`src/rtl/tl_tester_traffic_gen_if.sv`:
```
// rtl/tl_tester_traffic_gen_if.sv - tester request/response channel between traffic generator and memory side
interface tl_tester_traffic_gen_if #(
   parameter int unsigned ADDR_BITS = 32,
   parameter int unsigned DATA_BITS = 64,
   parameter int unsigned ID_BITS   = 4
);
   logic                 tlt_req_valid;
   logic                 tlt_req_ready;
   logic [ADDR_BITS-1:0] tlt_req_bits_addr;
   logic [DATA_BITS-1:0] tlt_req_bits_data;
   logic [ID_BITS-1:0]   tlt_req_bits_id;
   logic                 tlt_req_bits_is_write;
   logic                 tlt_resp_valid;
   logic [DATA_BITS-1:0] tlt_resp_bits_data;
   logic [ID_BITS-1:0]   tlt_resp_bits_id;

   modport master (
      output tlt_req_valid, tlt_req_bits_addr, tlt_req_bits_data, tlt_req_bits_id, tlt_req_bits_is_write,
      input  tlt_req_ready, tlt_resp_valid, tlt_resp_bits_data, tlt_resp_bits_id
   );

   modport slave (
      input  tlt_req_valid, tlt_req_bits_addr, tlt_req_bits_data, tlt_req_bits_id, tlt_req_bits_is_write,
      output tlt_req_ready, tlt_resp_valid, tlt_resp_bits_data, tlt_resp_bits_id
   );
endinterface

```
`src/rtl/tl_tester_traffic_gen.sv`:
```
// rtl/tl_tester_traffic_gen.sv - write sweep then checked read-back sweep with ID free-list and timeout
module tl_tester_traffic_gen #(
   parameter int unsigned          ADDR_BITS    = 32,
   parameter int unsigned          DATA_BITS    = 64,
   parameter int unsigned          ID_BITS      = 4,
   parameter int unsigned          MAX_INFLIGHT = 8,
   parameter int unsigned          NUM_OPS      = 256,
   parameter logic [ADDR_BITS-1:0] BASE_ADDR    = '0,
   parameter int unsigned          STRIDE       = 8,
   parameter logic [63:0]          PATTERN      = 64'hA5A5_0000_0000_0000,
   parameter int unsigned          TIMEOUT      = 1024
) (
   input  logic                        clock,
   input  logic                        reset,
   input  logic                        start,
   tl_tester_traffic_gen_if.master     tlt,
   output logic                        done,
   output logic                        error,
   output logic [15:0]                 err_count,
   output logic                        timeout
);
   localparam logic [2:0] S_IDLE = 3'd0, S_WRITE = 3'd1, S_DRAIN_W = 3'd2,
                          S_READ = 3'd3, S_DRAIN_R = 3'd4, S_DONE = 3'd5;
   localparam int unsigned CW = ID_BITS + 1;
   localparam logic [DATA_BITS-1:0] PAT = DATA_BITS'(PATTERN);

   function automatic logic [DATA_BITS-1:0] pat_data(input logic [15:0] i);
      return DATA_BITS'(i) ^ PAT;
   endfunction

   logic [2:0]              state;
   logic [15:0]             op_idx;
   logic [ADDR_BITS-1:0]    next_addr;
   logic                    req_valid, req_wr;
   logic [ADDR_BITS-1:0]    req_addr;
   logic [DATA_BITS-1:0]    req_data;
   logic [ID_BITS-1:0]      req_id;
   logic [15:0]             req_op;
   logic [MAX_INFLIGHT-1:0] free_q, tbl_wr;
   logic [15:0]             tbl_op [MAX_INFLIGHT];
   logic [CW-1:0]           inflight_q;
   logic [31:0]             to_cnt;

   logic                    fire, have_id, room, active, run_active, can_issue, last_fire;
   logic [MAX_INFLIGHT-1:0] fire_mask, avail, rsp_mask;
   logic [ID_BITS-1:0]      pick_id;
   logic                    rsp_v, id_ok, was_free, stray, good, mismatch, rsp_wr, to_fire;
   logic [15:0]             rsp_op;

   assign tlt.tlt_req_valid         = req_valid;
   assign tlt.tlt_req_bits_addr     = req_addr;
   assign tlt.tlt_req_bits_data     = req_data;
   assign tlt.tlt_req_bits_id       = req_id;
   assign tlt.tlt_req_bits_is_write = req_wr;

   // The allocator sees only the registered bitmap minus the ID leaving this cycle;
   // IDs freed by a response this cycle become visible one edge later.
   always_comb begin
      fire      = req_valid && tlt.tlt_req_ready;
      fire_mask = fire ? (MAX_INFLIGHT'(1) << req_id) : '0;
      avail     = free_q & ~fire_mask;
      have_id   = 1'b0;
      pick_id   = '0;
      for (int i = MAX_INFLIGHT - 1; i >= 0; i--) begin
         if (avail[i]) begin
            have_id = 1'b1;
            pick_id = ID_BITS'(i);
         end
      end
      room       = (32'(inflight_q) + 32'(fire)) < MAX_INFLIGHT;
      active     = (state == S_WRITE) || (state == S_READ);
      run_active = active || (state == S_DRAIN_W) || (state == S_DRAIN_R);
      can_issue  = active && (32'(op_idx) < NUM_OPS) && have_id && room && (!req_valid || fire);
      last_fire  = fire && (32'(req_op) == NUM_OPS - 1);

      rsp_v    = tlt.tlt_resp_valid;
      id_ok    = 32'(tlt.tlt_resp_bits_id) < MAX_INFLIGHT;
      was_free = |(free_q & (MAX_INFLIGHT'(1) << tlt.tlt_resp_bits_id));
      stray    = rsp_v && (!id_ok || was_free);
      good     = rsp_v && !stray;
      rsp_op   = '0;
      rsp_wr   = 1'b0;
      for (int i = 0; i < MAX_INFLIGHT; i++) begin
         if (tlt.tlt_resp_bits_id == ID_BITS'(i)) begin
            rsp_op = tbl_op[i];
            rsp_wr = tbl_wr[i];
         end
      end
      mismatch = good && !rsp_wr && (tlt.tlt_resp_bits_data != pat_data(rsp_op));
      rsp_mask = good ? (MAX_INFLIGHT'(1) << tlt.tlt_resp_bits_id) : '0;
      to_fire  = run_active && (inflight_q != '0) && !rsp_v && (to_cnt == TIMEOUT - 1);
   end

   always_ff @(posedge clock) begin
      if (reset) begin
         state      <= S_IDLE;
         op_idx     <= '0;
         next_addr  <= '0;
         req_valid  <= 1'b0;
         req_wr     <= 1'b0;
         req_addr   <= '0;
         req_data   <= '0;
         req_id     <= '0;
         req_op     <= '0;
         free_q     <= '1;
         tbl_wr     <= '0;
         for (int i = 0; i < MAX_INFLIGHT; i++) tbl_op[i] <= '0;
         inflight_q <= '0;
         to_cnt     <= '0;
         done       <= 1'b0;
         error      <= 1'b0;
         err_count  <= '0;
         timeout    <= 1'b0;
      end else begin
         free_q <= (free_q & ~fire_mask) | rsp_mask;
         case ({fire, good})
            2'b10:   inflight_q <= inflight_q + CW'(1);
            2'b01:   inflight_q <= inflight_q - CW'(1);
            default: inflight_q <= inflight_q;
         endcase
         for (int i = 0; i < MAX_INFLIGHT; i++) begin
            if (fire && req_id == ID_BITS'(i)) begin
               tbl_op[i] <= req_op;
               tbl_wr[i] <= req_wr;
            end
         end

         if (can_issue) begin
            req_valid <= 1'b1;
            req_addr  <= next_addr;
            req_data  <= (state == S_WRITE) ? pat_data(op_idx) : '0;
            req_id    <= pick_id;
            req_wr    <= (state == S_WRITE);
            req_op    <= op_idx;
            op_idx    <= op_idx + 16'd1;
            next_addr <= next_addr + ADDR_BITS'(STRIDE);
         end else if (fire) begin
            req_valid <= 1'b0;
         end

         if (stray || mismatch) begin
            error <= 1'b1;
            if (err_count != 16'hFFFF) err_count <= err_count + 16'd1;
         end
         to_cnt <= (!run_active || rsp_v || inflight_q == '0) ? '0 : to_cnt + 32'd1;

         case (state)
            S_IDLE, S_DONE: begin
               if (start) begin
                  state      <= S_WRITE;
                  op_idx     <= '0;
                  next_addr  <= BASE_ADDR;
                  free_q     <= '1;
                  inflight_q <= '0;
                  to_cnt     <= '0;
                  done       <= 1'b0;
                  error      <= 1'b0;
                  err_count  <= '0;
                  timeout    <= 1'b0;
               end
            end
            S_WRITE:   if (last_fire) state <= S_DRAIN_W;
            S_DRAIN_W: begin
               if (inflight_q == '0) begin
                  state     <= S_READ;
                  op_idx    <= '0;
                  next_addr <= BASE_ADDR;
               end
            end
            S_READ:    if (last_fire) state <= S_DRAIN_R;
            S_DRAIN_R: begin
               if (inflight_q == '0) begin
                  state <= S_DONE;
                  done  <= 1'b1;
               end
            end
            default:   state <= S_IDLE;
         endcase

         if (to_fire) begin
            state     <= S_DONE;
            done      <= 1'b1;
            timeout   <= 1'b1;
            error     <= 1'b1;
            req_valid <= 1'b0;
         end
      end
   end
endmodule
```
`src/flat_wrapper.sv`:
```
// flat-port wrapper written by rule: the top's interface ports become plain ports
module tl_tester_traffic_gen_flat 
#(
   parameter int unsigned          ADDR_BITS    = 32,
   parameter int unsigned          DATA_BITS    = 64,
   parameter int unsigned          ID_BITS      = 4,
   parameter int unsigned          MAX_INFLIGHT = 8,
   parameter int unsigned          NUM_OPS      = 256,
   parameter logic [ADDR_BITS-1:0] BASE_ADDR    = '0,
   parameter int unsigned          STRIDE       = 8,
   parameter logic [63:0]          PATTERN      = 64'hA5A5_0000_0000_0000,
   parameter int unsigned          TIMEOUT      = 1024
)
  (clock, reset, start, done, error, err_count, timeout, tlt_tlt_req_valid, tlt_tlt_req_bits_addr, tlt_tlt_req_bits_data, tlt_tlt_req_bits_id, tlt_tlt_req_bits_is_write, tlt_tlt_req_ready, tlt_tlt_resp_valid, tlt_tlt_resp_bits_data, tlt_tlt_resp_bits_id);
  tl_tester_traffic_gen_if #(.ADDR_BITS(ADDR_BITS), .DATA_BITS(DATA_BITS), .ID_BITS(ID_BITS)) tlt_i ();
  input  logic clock;
  input  logic reset;
  input  logic start;
  output logic done;
  output logic error;
  output logic [15:0] err_count;
  output logic timeout;
  output wire logic [$bits(tlt_i.tlt_req_valid)-1:0] tlt_tlt_req_valid;
  output wire logic [$bits(tlt_i.tlt_req_bits_addr)-1:0] tlt_tlt_req_bits_addr;
  output wire logic [$bits(tlt_i.tlt_req_bits_data)-1:0] tlt_tlt_req_bits_data;
  output wire logic [$bits(tlt_i.tlt_req_bits_id)-1:0] tlt_tlt_req_bits_id;
  output wire logic [$bits(tlt_i.tlt_req_bits_is_write)-1:0] tlt_tlt_req_bits_is_write;
  input wire logic [$bits(tlt_i.tlt_req_ready)-1:0] tlt_tlt_req_ready;
  input wire logic [$bits(tlt_i.tlt_resp_valid)-1:0] tlt_tlt_resp_valid;
  input wire logic [$bits(tlt_i.tlt_resp_bits_data)-1:0] tlt_tlt_resp_bits_data;
  input wire logic [$bits(tlt_i.tlt_resp_bits_id)-1:0] tlt_tlt_resp_bits_id;
  assign tlt_tlt_req_valid = tlt_i.tlt_req_valid;
  assign tlt_tlt_req_bits_addr = tlt_i.tlt_req_bits_addr;
  assign tlt_tlt_req_bits_data = tlt_i.tlt_req_bits_data;
  assign tlt_tlt_req_bits_id = tlt_i.tlt_req_bits_id;
  assign tlt_tlt_req_bits_is_write = tlt_i.tlt_req_bits_is_write;
  assign tlt_i.tlt_req_ready = tlt_tlt_req_ready;
  assign tlt_i.tlt_resp_valid = tlt_tlt_resp_valid;
  assign tlt_i.tlt_resp_bits_data = tlt_tlt_resp_bits_data;
  assign tlt_i.tlt_resp_bits_id = tlt_tlt_resp_bits_id;
  tl_tester_traffic_gen #(.ADDR_BITS(ADDR_BITS), .DATA_BITS(DATA_BITS), .ID_BITS(ID_BITS), .MAX_INFLIGHT(MAX_INFLIGHT), .NUM_OPS(NUM_OPS), .BASE_ADDR(BASE_ADDR), .STRIDE(STRIDE), .PATTERN(PATTERN), .TIMEOUT(TIMEOUT)) u_core (.clock(clock), .reset(reset), .start(start), .tlt(tlt_i), .done(done), .error(error), .err_count(err_count), .timeout(timeout));
endmodule
```
`config.mk`:
```
export PLATFORM = sky130hd
export DESIGN_NAME = tl_tester_traffic_gen_flat
export DESIGN_NICKNAME = d
export VERILOG_FILES = /design/src/rtl/tl_tester_traffic_gen_if.sv /design/src/rtl/tl_tester_traffic_gen.sv /design/src/flat_wrapper.sv
export SDC_FILE = /design/constraint.sdc
export NUM_CORES = 1
export LEC_CHECK = 0
export CORE_UTILIZATION = 55
export CTS_CLUSTER_DIAMETER = 50
export DETAILED_ROUTE_END_ITERATION = 12
export GPL_TIMING_DRIVEN = 0
export PLACE_DENSITY = 0.82
export SYNTH_ARGS = -nofsm -noshare
export SYNTH_HDL_FRONTEND = slang
export SYNTH_SLANG_ARGS = --single-unit
```
`constraint.sdc`:
```
create_clock -name clock -period 4.9 [get_ports clock]
set_clock_uncertainty 0.2 [all_clocks]
set_input_delay 0.735 -clock clock [delete_from_list [all_inputs] [get_ports clock]]
set_output_delay 0.735 -clock clock [all_outputs]
set_load 0.05 [all_outputs]
```
== Word-level counts from Yosys, hierarchy flattened ==
Memories as Yosys holds them, arrays and structs flattened.
Cells that the tools add are included.
Storage, ports and cells
  register bits: 241
  RAM bits: 128
  bits of input ports: 73
  output and inout port bits: 121
  logic and storage cells: 244
  memories kept: 1
Cells by class
  $add $sub $neg: 7
  order comparisons: 3
  equal/unequal tests: 35
  shift-type cells: 2
  mux-type cells: 108
  bitwise gates (word level): 12
  reductions and logical operators: 51
Memory list
  u_core.tbl_op: words 8, bits a word 16, read ports 8, clocked after memory_dff 0, wr ports 8, line tl_tester_traffic_gen.sv:40  | logic [15:0] tbl_op [MAX_INFLIGHT];
Operator list (count)
  16-bit 2-to-1 mux: 23
  32-bit 2-to-1 mux: 6
  64-bit 2-to-1 mux: 1
  64-bit inequality test: 1
  32-bit one-hot mux with 2 select lines: 1
  1-bit 2-to-1 mux: 53
  16-bit by 1-bit adder with 16-bit output (second input constant): 2
  32-bit by 1-bit adder with 32-bit output (second input constant): 1
  32-bit by 4-bit adder with 32-bit output (second input constant): 1
  32-bit by 10-bit equality test with 1-bit output (second input constant): 1
  4-bit by 3-bit equality test with 1-bit output (second input constant): 8
  32-bit by 4-bit < comparator with 1-bit output (second input constant): 1
  8-bit 2-to-1 mux: 4
  16-bit one-hot mux with 2 select lines: 1
  4-bit 2-to-1 mux: 7
  1-bit logical AND: 21
  3-bit 2-to-1 mux: 7
  8-bit AND: 2
  16-bit by 8-bit equality test with 1-bit output (second input constant): 1
  4-bit by 2-bit equality test with 1-bit output (second input constant): 4
  16-bit by 9-bit < comparator with 1-bit output (second input constant): 1
  16-bit inequality test (second input constant): 1
  1-bit by 4-bit left shift with 8-bit output (first input constant): 2
  3-bit one-hot mux with 5 select lines: 1
  33 further kinds: 67

== Logic depth before layout (Yosys ltp) ==
  depth in word-level cells: 18
  mapped depth: 14
  gate-level depth less buffers: 12

== Worst setup path before layout ==
Ideal clock, no wire load.
  path type: input -> register
  start: in tlt_tlt_resp_bits_id[0]
  end: reg u_core.inflight_q[4]
  setup time: 0.071 ns
  data arrival time: 3.425 ns
  data required time: 4.629 ns
  setup slack: 1.204 ns
  stages on the path: 12
  path buffers: 1
  cell sequence: buf_2 > mux4_2 > nor2b_1 > a211oi_1 > and2_1 > ha_1 > ha_1 > a21o_1 > a21oi_1 > xor2_1 > or3_1 > a21oi_1
Between the ends
  cells in the longest elaborated chain, start to end: 11
  elaborated cells between the ends (all ways): 14
  classes of those cells: 1 x order compare; 2 x eq/ne; 1 x shift; 3 x mux; 1 x bitwise; 6 x reduce/logical
Ends and longest elaborated chain
  start, declared: line flat_wrapper.sv:31  | input wire logic [$bits(tlt_i.tlt_resp_bits_id)-1:0] tlt_tlt_resp_bits_id;
  1-bit by 4-bit left shift with 8-bit output: line tl_tester_traffic_gen.sv:78  | was_free = |(free_q & (MAX_INFLIGHT'(1) << tlt.tlt_resp_bits_id));
  8-bit AND: line tl_tester_traffic_gen.sv:78
  8-bit OR reduction: line tl_tester_traffic_gen.sv:78
  1-bit logical OR *: line tl_tester_traffic_gen.sv:79  | stray = rsp_v && (!id_ok || was_free);
  1-bit logical AND *: line tl_tester_traffic_gen.sv:79
  1-bit logical NOT *: line tl_tester_traffic_gen.sv:80  | good = rsp_v && !stray;
  1-bit logical AND *: line tl_tester_traffic_gen.sv:80
  2-bit by 1-bit equality test with 1-bit output or 2-bit equality test (tied branches): line tl_tester_traffic_gen.sv:116  | case ({fire, good})
  5-bit one-hot mux with 2 select lines *: line tl_tester_traffic_gen.sv:116
  5-bit 2-to-1 mux: line tl_tester_traffic_gen.sv:149  | if (start) begin
  5-bit 2-to-1 mux *: line tl_tester_traffic_gen.sv:147  | case (state)
  end signal, assigned: line tl_tester_traffic_gen.sv:117  | 2'b10: inflight_q <= inflight_q + CW'(1);
  end signal, assigned: line tl_tester_traffic_gen.sv:118  | 2'b01: inflight_q <= inflight_q - CW'(1);
  end signal, assigned: line tl_tester_traffic_gen.sv:119  | default: inflight_q <= inflight_q;
  end, declared: line tl_tester_traffic_gen.sv:41  | logic [CW-1:0] inflight_q;
Every way passes the cells marked *; elsewhere a longest branch is shown, timed or not.
A chain may end at the register's enable or synchronous reset.

== Worst setup path in the final report ==
  start: in tlt_tlt_resp_bits_id[1]
  end: reg u_core.err_count[15]
Between the ends
  cells in the longest elaborated chain, start to end: 16
  elaborated cells between the ends (all ways): 41
  classes of those cells: 1 x order compare; 8 x eq/ne; 1 x shift; 19 x mux; 1 x bitwise; 11 x reduce/logical
Ends and longest elaborated chain
  branches (longest 12 deep; another with 64-bit inequality test)
  1-bit logical OR *: line tl_tester_traffic_gen.sv:141  | if (stray || mismatch) begin
  16-bit 2-to-1 mux *: line tl_tester_traffic_gen.sv:141
  16-bit 2-to-1 mux: line tl_tester_traffic_gen.sv:149
  16-bit 2-to-1 mux *: line tl_tester_traffic_gen.sv:147
  end signal, assigned: line tl_tester_traffic_gen.sv:143  | if (err_count != 16'hFFFF) err_count <= err_count + 16'd1;
  end, declared: line tl_tester_traffic_gen.sv:19  | output logic [15:0] err_count,
Every way passes the cells marked *.

==> flow_metrics.py <==
metrics = {
    "placement": {
        "io_buffers": 147,
        "place_hpwl_mm": 25.36,
        "gp_congestion": 0.9025,
        "place_inst": 1992,
    },
    "synth": {
        "synthesis.area_sq_um": 14410,
        "synth_enable_flop_cells": 128,
        "synth_ff_type": "dfxtp_1",
        "synth_area_per_cell_sq_um": 9.787,
        "ys.warnings.count": 0,
        "synth_top_area_share_pct": 26.68,
        "synth_area_leaders": "edfxtp_1 27%, dfxtp_1 26%, nor2_1 5.4%",
        "synthArstFlopShare_pct": 0,
        "ys_seq_elements": 314,
        "synth.distinct_cells": 75,
        "synthCells": 1472,
        "yosys.area.top_type": "edfxtp_1",
        "ys_seq_area_share_pct": 52.53,
    },
    "die": {
        "ios": 194,
        "dieArea_sq_um": 26850,
        "die_x_um": 163.8,
        "rows": 58,
        "core_sq_um": 25470,
        "fp.dieH_um": 163.8,
        "initial_utilization_pct": 56.56,
    },
    "worst_setup_path": {
        "crit_required_ps": 5170,
        "cp_max_fo": 10,
        "timing.rr.end": "u_core.inflight_q[4]",
        "cp-start-kind": "input port",
        "end_kind": "flip-flop",
        "cp.arrival_ps": 4800,
        "critical_path_class": "input port to flip-flop",
        "timing.rr.start": "u_core.free_q[1]",
        "rrSetupSlack_ps": 1360,
        "worst-r2r-cell-count": 11,
    },
    "global_route": {
        "grt_first_pass_wirelength_mm": 57.00,
        "grt_pass1_vias": 11070,
        "grt.overflow.total": 0,
        "grt_usage_pct": 27.15,
        "antenna_found_initial": 1,
        "grt_max_degree": 17,
    },
    "drt": {
        "ant_nets": 0,
        "drt_wl_total_mm": 36.83,
        "firstDrtPassIters": 5,
        "vias_per_cell": 5.685,
        "vias": 11640,
        "drc": 0,
        "wl_per_cell_um": 17.98,
        "drt_iter0_markers": 1019,
    },
    "clock_network": {
        "cts_hold_buf": 0,
        "cts_max_level": 1,
        "postCtsSetupRepairBufs": 0,
        "numCtsBuffers": 31,
        "clock-root-buffer": "clkbuf_16",
        "cts_tree": "done",
        "cts_sinks": 314,
        "clock_tree.buffer_depth": 3,
        "clk-insertion-delay-late_ps": 570,
        "clkTransAtPathRegs_ps": 60,
    },
    "timing": {
        "drv_slew": 0,
        "fin_crit_ps": 4523,
        "hold_viol": 0,
        "relSlewSlack_pct": 20.62,
        "rsz0062_at_grt": "no",
        "worst_pin_slew_ps": 1180,
        "max_freq_mhz": 221.1,
        "finalSetupViolations": 0,
        "final_min_period_over_clock_period_pct": 92.31,
    },
    "finish": {
        "final_cell_mix": "209 x nor2_1, 186 x dfxtp_1, 163 x nand2_1, 147 x clkdlybuf4s50_1, 128 x edfxtp_1",
        "final_layout_size_suffix_gt1_share_pct": 9.662,
        "stdcell_count": 2048,
        "nNetsFinal": 1777,
        "diodes": 0,
        "areaGrowthSynthToFinish_pct": 21.32,
        "layout_commonest_cell": "nor2_1",
    },
    "worst_hold_path": {
        "hp-class": "flip-flop to flip-flop",
        "min_path_cells": 2,
        "hp-start": "u_core.op_idx[9]",
        "min_to": "u_core.op_idx[9]",
    },
    "power": {
        "leakagePower_nw": 6.330,
        "p_per_area_nw_per_um2": 327.3,
        "power_w": 0.005721,
        "peakVddDrop_mv": 0.2673,
    },
    "job": {
        "maxCapViolCount": 0,
    },
    "run_status": {
        "status": "complete, no violations",
    },
}
## routing by layer
metal	GRT usage [%]	share of wire [%]	vias to the layer above
met1	34.24	40	5538
met2	47.34	48	538
met3	5.051	9.3	70
li1	-	-	5497
met5	0	0	-
met4	7.955	2.5	0
## critical path: stages
cell             delay [ps]
clkdlybuf4s50_1         600
buf_2                   320
buf_2                   300
buf_2                   310
buf_1                   480
o22ai_1                 130
a211oi_1                210
o22ai_1                 140
a21boi_1                470
o31a_1                  450
buf_2                   300
a31oi_1                 130
a211oi_1                230
## metrics by stage
step	setup TNS, ps	utilization (%)	cell area, sq um	worst slack, ps	hold slack, ps
after floorplan	0	-	14570	1204	202.7
after global placement	-1582	64.59	16450	-289.3	208.9
after detailed placement	-1678	64.59	16450	-368.8	212.4
after CTS	0	68.60	17470	206.8	221.6
after global routing	0	68.62	17480	207.4	243.5
final	0	68.62	17480	376.6	221.5
## cells by family (layout without fill, tap and decap cells)
family | after synthesis | after routing | synth area share (%)
muxes | 60 | 60 | 5.880
other | 1 | 44 | 0.02603
AOI/OAI and AO/OA | 226 | 226 | 9.840
buffers and inverters | 176 | 379 | 6.279
and+or+nand+nor | 619 | 619 | 20.54
xor gates and xnor gates | 67 | 67 | 4.073
adders and majority gates | 9 | 9 | 0.8338
DFF | 314 | 314 | 52.53
## layout make-up
cell class,count,area [sq um]
multi-input combinational,1025,6101
buffer,139,765.7
sequential,314,7567
inverter,37,138.9
timing repair buffer,147,1471
fill,1968,7994
tap,330,412.9
clock buffer,41,857.1
clock inverter,15,163.9
## power by group
part,internal [W],switching (W),total [W]
clock,0.00138,0.00101,0.00240
sequential,0.00277,0.0000236,0.00279
combinational,0.000196,0.000334,0.000529
total,0.00435,0.00137,0.00572
## state kept, by name, summed over array words and instances, names as in the netlist, 8 cells and up
| register | flops |
|---|---|
| u_core.to_cnt | 32 |
| u_core.tlt.tlt_req_bits_addr | 29 |
| u_core.tbl_op | 128 |
| u_core.tbl_wr | 8 |
| u_core.free_q | 8 |
| u_core.err_count | 16 |
| u_core.op_idx | 16 |
| u_core.next_addr | 29 |
| u_core.tlt.tlt_req_bits_data | 17 |
| u_core.req_op | 16 |
## repair_timing
| item | CTS | global route |
|---|---|---|
| gates resized for setup | 0 | 1 |
| setup endpoints to repair | 0 | 1 |
| hold endpoints to repair | 0 | 0 |
## how the worst max path moves through the flow
stage                             from                    to  slack [ps]  depth (start not counted)
6_report       tlt_tlt_resp_bits_id[1]  u_core.err_count[15]         380                         13
5_1_grt        tlt_tlt_resp_bits_id[1]  u_core.err_count[15]         210                         13
4_1_cts        tlt_tlt_resp_bits_id[1]  u_core.inflight_q[4]         210                         13
3_5_place_dp   tlt_tlt_resp_bits_id[1]  u_core.inflight_q[4]        -370                         13
3_3_place_gp   tlt_tlt_resp_bits_id[1]  u_core.inflight_q[4]        -290                         13
2_1_floorplan  tlt_tlt_resp_bits_id[0]  u_core.inflight_q[4]        1200                         12
## cells in the mapped netlist (all sizes together) (24+ instances only)
master / count
nor2: 209
o21ai: 43
xor2: 41
a21oi: 99
edfxtp: 128
buf: 81
nand2b: 46
dfxtp: 186
clkbuf: 58
xnor2: 26
inv: 37
nand3: 47
and3: 24
mux2i: 34
nand4: 27
nand2: 163
Power figures use the tool's default switching activity.
